**config.mk**
```make
export PLATFORM = sky130hd
export DESIGN_NAME = wb_sram16_slave_flat
export DESIGN_NICKNAME = d
export VERILOG_FILES = /design/src/rtl/wb_sram16_slave_if.sv /design/src/rtl/wb_sram16_slave.sv /design/src/flat_wrapper.sv
export SDC_FILE = /design/constraint.sdc
export NUM_CORES = 1
export LEC_CHECK = 0
export CAP_MARGIN = 10
export CORE_ASPECT_RATIO = 1.5
export CORE_MARGIN = 5
export CORE_UTILIZATION = 25
export CTS_CLUSTER_DIAMETER = 50
export DETAILED_ROUTE_END_ITERATION = 6
export DONT_BUFFER_PORTS = 1
export GPL_TIMING_DRIVEN = 0
export HOLD_SLACK_MARGIN = 0.15
export PLACE_DENSITY_LB_ADDON = 0.1
export SLEW_MARGIN = 5
export SYNTH_ARGS = -nofsm -noshare
export SYNTH_HDL_FRONTEND = slang
export SYNTH_SLANG_ARGS = --single-unit
```
**constraint.sdc**
```tcl
create_clock -name clk_i -period 3.8 [get_ports clk_i]
set_input_delay 0 -clock clk_i [delete_from_list [all_inputs] [get_ports clk_i]]
set_output_delay 0 -clock clk_i [all_outputs]
set_load 0.05 [all_outputs]
```
**src/rtl/wb_sram16_slave_if.sv**
```systemverilog
// rtl/wb_sram16_slave_if.sv - Wishbone classic bus bundle for the 16-bit SRAM slave
// Signal names follow the slave's view of the bus.
interface wb_sram16_slave_if;
  logic [31:0] adr_i;
  logic [31:0] dat_i;
  logic [31:0] dat_o;
  logic        cyc_i;
  logic        stb_i;
  logic        we_i;
  logic [3:0]  sel_i;
  logic        ack_o;

  modport slave (
    input  adr_i, dat_i, cyc_i, stb_i, we_i, sel_i,
    output dat_o, ack_o
  );

  modport master (
    output adr_i, dat_i, cyc_i, stb_i, we_i, sel_i,
    input  dat_o, ack_o
  );
endinterface

```
**src/rtl/wb_sram16_slave.sv**
```systemverilog
// rtl/wb_sram16_slave.sv - Wishbone slave serving 32-bit words from async 16-bit SRAM
// Optional next-word read prefetch is built when SRAM_PREFETCH_EN is defined.
module wb_sram16_slave #(
  parameter int SRAM_AW     = 20,
  parameter int WAIT_CYCLES = 2
) (
  input  logic               clk_i,
  input  logic               rst_i,
  wb_sram16_slave_if.slave   bus,
  output logic [SRAM_AW-1:0] sram_addr,
  input  logic [15:0]        sram_dq_i,
  output logic [15:0]        sram_dq_o,
  output logic               sram_dq_oe,
  output logic               sram_ce_n,
  output logic               sram_oe_n,
  output logic               sram_we_n,
  output logic               sram_ub_n,
  output logic               sram_lb_n
);
  localparam int         WW       = SRAM_AW - 1;
  localparam logic [3:0] CNT_INIT = 4'(WAIT_CYCLES - 1);

  typedef enum logic [3:0] {
    IDLE, RD_LO, RD_HI, WR_LO, WR_GAP, WR_HI, ACK
`ifdef SRAM_PREFETCH_EN
    , PF_LO, PF_HI
`endif
  } state_t;

  state_t        state, state_nxt;
  logic [3:0]    cnt;
  logic [WW-1:0] word_q;
  logic [31:0]   wdat_q;
  logic [31:0]   rdat_q;
  logic [3:0]    sel_q;
  logic          we_q;
  logic          abort_q;
  logic          req, last, ack;
  logic [WW-1:0] req_word;
  logic [WW-1:0] sram_word;
  logic          sram_half;
  logic          unused_adr;

  assign req        = bus.cyc_i & bus.stb_i;
  assign req_word   = bus.adr_i[SRAM_AW:2];
  assign last       = (cnt == 4'd0);
  assign ack        = (state == ACK) & req & ~abort_q;
  assign bus.ack_o  = ack;
  assign bus.dat_o  = rdat_q;
  assign unused_adr = &{1'b0, bus.adr_i};

`ifdef SRAM_PREFETCH_EN
  logic [WW-1:0] pf_adr;
  logic [31:0]   pf_data;
  logic          pf_valid;
  logic          pf_hit;

  assign pf_hit = pf_valid & ~bus.we_i & (req_word == pf_adr);
`endif

  always_ff @(posedge clk_i or posedge rst_i) begin
    if (rst_i) state <= IDLE;
    else       state <= state_nxt;
  end

  always_comb begin
    state_nxt = state;
    case (state)
      IDLE: begin
        if (req) begin
          if (!bus.we_i) begin
`ifdef SRAM_PREFETCH_EN
            state_nxt = pf_hit ? ACK : RD_LO;
`else
            state_nxt = RD_LO;
`endif
          end
          else if (bus.sel_i[3:2] != 2'b00) state_nxt = WR_LO;
          else if (bus.sel_i[1:0] != 2'b00) state_nxt = WR_HI;
          else                              state_nxt = ACK;
        end
      end
      RD_LO:  if (last) state_nxt = RD_HI;
      RD_HI:  if (last) state_nxt = ACK;
      WR_LO:  if (last) state_nxt = (sel_q[1:0] != 2'b00) ? WR_GAP : ACK;
      WR_GAP: state_nxt = WR_HI;
      WR_HI:  if (last) state_nxt = ACK;
`ifdef SRAM_PREFETCH_EN
      ACK:    state_nxt = (ack && !we_q) ? PF_LO : IDLE;
      PF_LO:  if (last) state_nxt = PF_HI;
      PF_HI:  if (last) state_nxt = IDLE;
`else
      ACK:    state_nxt = IDLE;
`endif
      default: state_nxt = IDLE;
    endcase
  end

  // Strobes decode straight from the state register so reset releases them at once.
  always_comb begin
    sram_ce_n  = 1'b1;
    sram_oe_n  = 1'b1;
    sram_we_n  = 1'b1;
    sram_ub_n  = 1'b1;
    sram_lb_n  = 1'b1;
    sram_dq_oe = 1'b0;
    sram_dq_o  = wdat_q[31:16];
    sram_half  = 1'b0;
    sram_word  = word_q;
    case (state)
      RD_LO, RD_HI: begin
        sram_ce_n = 1'b0;
        sram_oe_n = 1'b0;
        sram_ub_n = 1'b0;
        sram_lb_n = 1'b0;
        sram_half = (state == RD_HI);
      end
      WR_LO, WR_GAP: begin
        sram_ce_n  = 1'b0;
        sram_we_n  = (state == WR_GAP);
        sram_dq_oe = 1'b1;
        sram_ub_n  = ~sel_q[3];
        sram_lb_n  = ~sel_q[2];
      end
      WR_HI: begin
        sram_ce_n  = 1'b0;
        sram_we_n  = 1'b0;
        sram_dq_oe = 1'b1;
        sram_ub_n  = ~sel_q[1];
        sram_lb_n  = ~sel_q[0];
        sram_dq_o  = wdat_q[15:0];
        sram_half  = 1'b1;
      end
`ifdef SRAM_PREFETCH_EN
      PF_LO, PF_HI: begin
        sram_ce_n = 1'b0;
        sram_oe_n = 1'b0;
        sram_ub_n = 1'b0;
        sram_lb_n = 1'b0;
        sram_half = (state == PF_HI);
        sram_word = pf_adr;
      end
`endif
      default: ;
    endcase
    sram_addr = {sram_word, sram_half};
  end

  always_ff @(posedge clk_i or posedge rst_i) begin
    if (rst_i) begin
      cnt     <= '0;
      word_q  <= '0;
      wdat_q  <= '0;
      rdat_q  <= '0;
      sel_q   <= '0;
      we_q    <= 1'b0;
      abort_q <= 1'b0;
`ifdef SRAM_PREFETCH_EN
      pf_adr   <= '0;
      pf_data  <= '0;
      pf_valid <= 1'b0;
`endif
    end else begin
      if (state_nxt != state) cnt <= CNT_INIT;
      else if (!last)         cnt <= cnt - 4'd1;

      // An abandoned cycle still runs its SRAM sequence but must not be acked.
      if (state == IDLE && req) begin
        word_q  <= req_word;
        wdat_q  <= bus.dat_i;
        sel_q   <= bus.sel_i;
        we_q    <= bus.we_i;
        abort_q <= 1'b0;
      end else if (state != IDLE && !bus.cyc_i) begin
        abort_q <= 1'b1;
      end

      if (state == RD_LO && last) rdat_q[31:16] <= sram_dq_i;
      if (state == RD_HI && last) rdat_q[15:0]  <= sram_dq_i;

`ifdef SRAM_PREFETCH_EN
      if (state == IDLE && req && pf_hit)   rdat_q   <= pf_data;
      if (state == IDLE && req && bus.we_i) pf_valid <= 1'b0;
      if (state == ACK && state_nxt == PF_LO) begin
        pf_adr   <= word_q + 1'b1;
        pf_valid <= 1'b0;
      end
      if (state == PF_LO && last) pf_data[31:16] <= sram_dq_i;
      if (state == PF_HI && last) begin
        pf_data[15:0] <= sram_dq_i;
        pf_valid      <= 1'b1;
      end
`endif
    end
  end
endmodule

```
**src/flat_wrapper.sv**
```systemverilog
// flat-port wrapper written by rule: the top's interface ports become plain ports
module wb_sram16_slave_flat 
#(
  parameter int SRAM_AW     = 20,
  parameter int WAIT_CYCLES = 2
)
  (clk_i, rst_i, sram_addr, sram_dq_i, sram_dq_o, sram_dq_oe, sram_ce_n, sram_oe_n, sram_we_n, sram_ub_n, sram_lb_n, bus_adr_i, bus_dat_i, bus_cyc_i, bus_stb_i, bus_we_i, bus_sel_i, bus_dat_o, bus_ack_o);
  wb_sram16_slave_if bus_i ();
  input  logic clk_i;
  input  logic rst_i;
  output logic [SRAM_AW-1:0] sram_addr;
  input  logic [15:0] sram_dq_i;
  output logic [15:0] sram_dq_o;
  output logic sram_dq_oe;
  output logic sram_ce_n;
  output logic sram_oe_n;
  output logic sram_we_n;
  output logic sram_ub_n;
  output logic sram_lb_n;
  input wire logic [$bits(bus_i.adr_i)-1:0] bus_adr_i;
  input wire logic [$bits(bus_i.dat_i)-1:0] bus_dat_i;
  input wire logic [$bits(bus_i.cyc_i)-1:0] bus_cyc_i;
  input wire logic [$bits(bus_i.stb_i)-1:0] bus_stb_i;
  input wire logic [$bits(bus_i.we_i)-1:0] bus_we_i;
  input wire logic [$bits(bus_i.sel_i)-1:0] bus_sel_i;
  output wire logic [$bits(bus_i.dat_o)-1:0] bus_dat_o;
  output wire logic [$bits(bus_i.ack_o)-1:0] bus_ack_o;
  assign bus_i.adr_i = bus_adr_i;
  assign bus_i.dat_i = bus_dat_i;
  assign bus_i.cyc_i = bus_cyc_i;
  assign bus_i.stb_i = bus_stb_i;
  assign bus_i.we_i = bus_we_i;
  assign bus_i.sel_i = bus_sel_i;
  assign bus_dat_o = bus_i.dat_o;
  assign bus_ack_o = bus_i.ack_o;
  wb_sram16_slave #(.SRAM_AW(SRAM_AW), .WAIT_CYCLES(WAIT_CYCLES)) u_core (.clk_i(clk_i), .rst_i(rst_i), .bus(bus_i), .sram_addr(sram_addr), .sram_dq_i(sram_dq_i), .sram_dq_o(sram_dq_o), .sram_dq_oe(sram_dq_oe), .sram_ce_n(sram_ce_n), .sram_oe_n(sram_oe_n), .sram_we_n(sram_we_n), .sram_ub_n(sram_ub_n), .sram_lb_n(sram_lb_n));
endmodule
```
Yosys cells after proc, flatten, opt, wreduce, memory -nomap -nowiden

Index checks and enable logic that the tools add are counted.
Widths: inputs -> output; s select.

Muxes and demuxes: 21
Divide/modulo/power cells: 0
Multipliers: 0
Shift operators: 0
Add/sub/neg operators: 1
Bitwise operators: 8
Reduce and logical (&&, ||, !) cells: 17
Equal/unequal tests: 8
$lt $le $gt $ge: 0

Operators by type and width:

| operator            | count |
|---|---|
| $mux 4              | 8 |
| $pmux 4 s5          | 1 |
| $mux 16             | 1 |
| $eq 4x3->1 const B  | 3 |
| $eq 4x2->1 const B  | 2 |
| $logic_not 4->1     | 2 |
| $reduce_bool 2->1   | 4 |
| $pmux 1 s3          | 2 |
| $reduce_or 2->1     | 3 |
| $mux 1              | 5 |
| $not 1->1           | 5 |
| $reduce_or 5->1     | 1 |
| $eq 4x1->1 const B  | 1 |
| $logic_and 1x1->1   | 4 |
| $mux 2              | 2 |
| $ne 4x4->1          | 1 |
| $pmux 1 s2          | 2 |
| $reduce_bool 4->1   | 1 |
| $sub 4x1->4 const B | 1 |
| $and 1x1->1         | 3 |
| $reduce_or 3->1     | 1 |
| $ne 2x2->1 const B  | 1 |
| $logic_not 1->1     | 1 |

Bits in writable memories: 0
ROM bits: 0
Register bits: 96
Bits of input ports: 89
Logic and storage cells: 63
Latch bits: 0
Memories kept: 0

Longest topological paths before layout

Word-level depth: 8
Mapped depth: 7
Mapped depth without buffers: 6

Least setup slack after synthesis

No wires, ideal clock.

Path kind: register to output
Start point: reg u_core.state[1]
End point: out sram_dq_oe
Setup slack: 1.320 ns
Arrival time: 2.480 ns
Stages on the path, launching flop included: 6
Cells stage by stage: dfrtp_1 -> buf_4 -> inv_1 -> nor2_1 -> o21ai_0 -> nand2b_1

Cells in the longest elaborated chain, start to end: 3

Ends and longest elaborated chain:

| item                                            | RTL line               | RTL |
|---|---|---|
| from (decl)                                     | wb_sram16_slave.sv:30  | `state_t state, state_nxt;` |
| from (signal assigned)                          | wb_sram16_slave.sv:63  | `else state <= state_nxt;` |
| $eq 4x2->1 / $eq 4x3->1 (equally long branches) | wb_sram16_slave.sv:110 | `case (state)` |
| $reduce_or 3->1 (no line) (*)                   | -                      |  |
| $mux 1 (*)                                      | wb_sram16_slave.sv:110 |  |
| to (decl)                                       | flat_wrapper.sv:14     | `output logic sram_dq_oe;` |

Mark *: on every way between the ends. The rest lies on a longest branch, timed or not.

Final worst setup path

Start point: reg u_core.state[0]
End point: out sram_dq_o[11]

Cells in the longest elaborated chain, start to end: 2

Ends and longest elaborated chain:

| item       | RTL line               | RTL |
|---|---|---|
| $eq 4x3->1 | wb_sram16_slave.sv:110 |  |
| $mux 16    | wb_sram16_slave.sv:110 |  |
| to (decl)  | flat_wrapper.sv:13     | `output logic [15:0] sram_dq_o;` |

No other way between the ends.

==> metrics.log <==
[metrics] Die Outline Area: between 0.015 and 0.02 sq mm
[metrics] Reg2Reg Launch Point: u_core.cnt[0]
[metrics] post-DR vias/cell: between 4 and 5
[metrics] via count: about 2600
[metrics] Std-Cell Core Area: ~0.016 sq mm
[metrics] TritonCTS Buffers: 9
[metrics] Mapped Cells: just under 300
[metrics] final setup skew: approximately 7.8 ps
[metrics] setup tns final: 0 ps
[metrics] setup slack of the most critical reg-to-reg path: 1520 ps
[metrics] Post-Syn Nets: about 380
[metrics] overflow left after global routing: 0
[metrics] number of distinct library cell variants in the gate-level netlist after synthesis: 38
[metrics] reported leakage power: ~2.3 nW
[metrics] Tmin final: approximately 2400 ps
[metrics] residual antenna-violating net count after detailed routing: 0
[metrics] post-synthesis cell area: 0.004145 sq mm
[metrics] worst-case reg-to-reg path depth: 6
[metrics] Worst path most repeated cell: nor2b_1
[metrics] startpoint class of the critical path: flop
[metrics] worst-case vdd ir drop: roughly 0.46 mV
[metrics] clock latency on the worst-skew pair: between 300 and 400 ps
[metrics] remaining design rule violation count: 0
[metrics] endpoint of the most critical register-to-register path: u_core.bus.dat_o[21]
[metrics] leading cell types in the layout, fill and taps excluded: dfrtp_1 (96), dlygate4sd3_1 (77), mux2_2 (75), mux2_1 (27), nor2_1 (11)
[metrics] Area after DPL: 0.004451 sq mm
[metrics] overall global routing resource usage: 0.1148
[metrics] initial antenna violation count: 0
[metrics] share of the yosys chip area belonging to registers: 0.5795
[metrics] n_diodes: 0
[metrics] transition time at the pin with the least slew margin: between 1000 and 1500 ps
[metrics] result of the run: completed
[metrics] Achievable Freq: between 0.4 and 0.5 GHz
[metrics] number of buffers and inverters on the critical path: 2
[metrics] global-route wire length before repair: ~17000 microns
[metrics] Slew headroom: 0.1865
[metrics] CTS tree: yes
[metrics] Min-Delay Path Class: input pin to async pin
[metrics] category of cells accounting for the largest share of critical-path delay: simple AND/OR/NAND/NOR gates
[metrics] number of clock sinks: 96
[metrics] worst path required time: ~3800 ps
[metrics] cell type contributing the most total cell area after synthesis: dfrtp_1
[metrics] starting density of the core: 0.2549
[metrics] part of the cycle the worst path needs: 0.6337
[metrics] proportion of layout cells with a drive suffix above 1: 0.2990
[metrics] port buffer count: 0
[metrics] most common cell after layout, fill and taps aside: dfrtp_1
[metrics] Final Wtd Congestion: about 0.75
[metrics] synthesis-stage register bit count: 96
[metrics] Root Buffer Master: clkbuf_16
[metrics] maximum level of the CTS H-tree: 3
[metrics] Nets: 474
[metrics] total length of routed wires: around 11000 microns
[metrics] Cells after DPL: 501
[metrics] largest cells by area after synthesis: dfrtp_1 (58%), mux2_2 (20%), mux2_1 (7.3%)
[metrics] cells resized by post-CTS repair: 0
[metrics] vertical die dimension: 167.7 microns
[metrics] number of rows in the core area: 57
[metrics] area delta synth->final: 32.99%
[metrics] Critical Path Max Stage Delay: 500 ps
[metrics] postcts setup bufs: 0
[metrics] Worst Path Class, Setup: flop to primary output
[metrics] cell area after layout: about 0.0055 sq mm
[metrics] register clock-pin slew on the reported worst setup and hold paths: approximately 70 ps
[metrics] Die X: approximately 120 microns
[metrics] endpoint arrival time on the critical path: about 2400 ps
[metrics] vias in the first global route: 3080
[metrics] average instance area after synthesis: 14.20 sq um
[metrics] Max-Cap Viols: 0
[metrics] Synth top area share: 0.5795
[metrics] CP Capture Type: primary output
[metrics] hold buffer count at CTS: between 70 and 80
[metrics] Max clock buf depth: 2
[metrics] detailed-route wire length per cell: roughly 18 microns
[metrics] I/O pin count: 164
[metrics] First DRT Iteration DRCs: between 60 and 70
[metrics] final non-filler cell total: between 500 and 600
[metrics] worst-path cell chain: nor2b_1, nor2b_1, buf_2, buf_4, mux2_2
[metrics] RSZ-0062 raised after global routing: no
[metrics] final hold viol count: 0
[metrics] highest fanout seen on the critical path: 10
[metrics] library cell contributing the largest single delay on the critical path: mux2_2
[metrics] synthesis warning total: 0
[metrics] first-pass detailed-route iteration total: 4
[metrics] detailed placement HPWL: roughly 7700 microns
[metrics] Finish-stage setup viols: 0
[metrics] largest net degree at the start of global routing: a little under 60
[metrics] Pins Over Slew Limit: 0
[metrics] Pwr per Cell Area: around 880 mW/mm^2
## worst reg2reg max path, delay by kind of cell (launching register included)
kind          cells  cell delay (ps)
simple gates      2              880
flops             1              380
fa+ha+maj         1              190
buf+inv           2              420
mux               1              290
## cell type report
type,count,area [sq um]
buffer,15,116.4
clock buffer,11,252.7
clock inverter,5,38.79
fill,1658,10750
inverter,7,28.78
multi-input combinational,174,1607
sequential,96,2402
tap,206,257.7
timing repair buffer,80,809.5
## report_power, final
part           total (mW)  switching [mW]  internal, mW
Combinational        1.23           0.692         0.538
Clock               0.896           0.411         0.485
Sequential           2.75            1.28          1.48
Total                4.88            2.38          2.50
## registers in the layout (all words and copies together), names as in the netlist
register	flops
u_core.abort_q	1
u_core.bus.dat_o	32
u_core.cnt	4
u_core.sel_q	4
u_core.sram_word	19
u_core.state	4
u_core.wdat_q	32
## worst max path at each step
stage               startpoint                    to  cells past startpoint
6_report       u_core.state[0]         sram_dq_o[11]                      5
3_5_place_dp     u_core.cnt[0]  u_core.bus.dat_o[21]                      6
3_3_place_gp             rst_i  u_core.bus.dat_o[30]                      1
2_1_floorplan            rst_i        u_core.abort_q                      1
4_1_cts        u_core.state[0]          sram_dq_o[8]                      5
5_1_grt        u_core.state[0]          sram_dq_o[9]                      5
## through the flow
stage               utilization  hold WS [ps]  worst slack (ps)  total power [mW]
floorplan                     -         110.4              1295             3.710
global placement         0.2708         123.0             2.191             3.940
detailed placement       0.2737         51.73              1446             3.973
CTS                      0.3390         291.4              1319             4.969
global route             0.3390         307.8              1232             5.147
finish                   0.3390         254.3              1392             4.878
## per-layer routing
metal	global-route usage	up-vias	routed length (microns)
li1	-	1216	-
met1	0.1225	1349	3987
met3	0.03466	7	648
met4	0.03984	0	153
met5	0	-	0
met2	0.2099	76	5991
## cell usage after synthesis
cell type and count:
nor3_1 6, nor4_1 2, nor4b_1 1, buf_6 4
mux2_1 27, nand3_2 2, o21ai_0 3, nor2_1 11
dfrtp_1 96, a311oi_1 1, nand2b_1 3, or4_4 1
xor2_1 1, ha_1 2, o211ai_1 2, or3_1 3
inv_1 7, nor2_4 1, nand2_1 7, mux2_2 75
nor3b_2 1, or3b_2 1, a211o_1 1, xnor2_1 1
buf_2 3, o31a_2 1, nor2b_1 3, o32ai_1 3
clkbuf_1 1, conb_1 1, nand4_1 1, a22oi_1 1
a21o_1 1, buf_4 7, nand3_1 3, mux2i_1 1
a21oi_1 6, o22ai_1 1
## cells by family after synthesis
kind of cell	share of synthesized area
compound gates	0.03260
xor+xnor	0.004227
fa+ha+maj	0.006036
buf+inv	0.03441
flops	0.5795
mux	0.2795
other cells	0.0009047
simple gates	0.06279
Power figures use the tool's default switching activity.
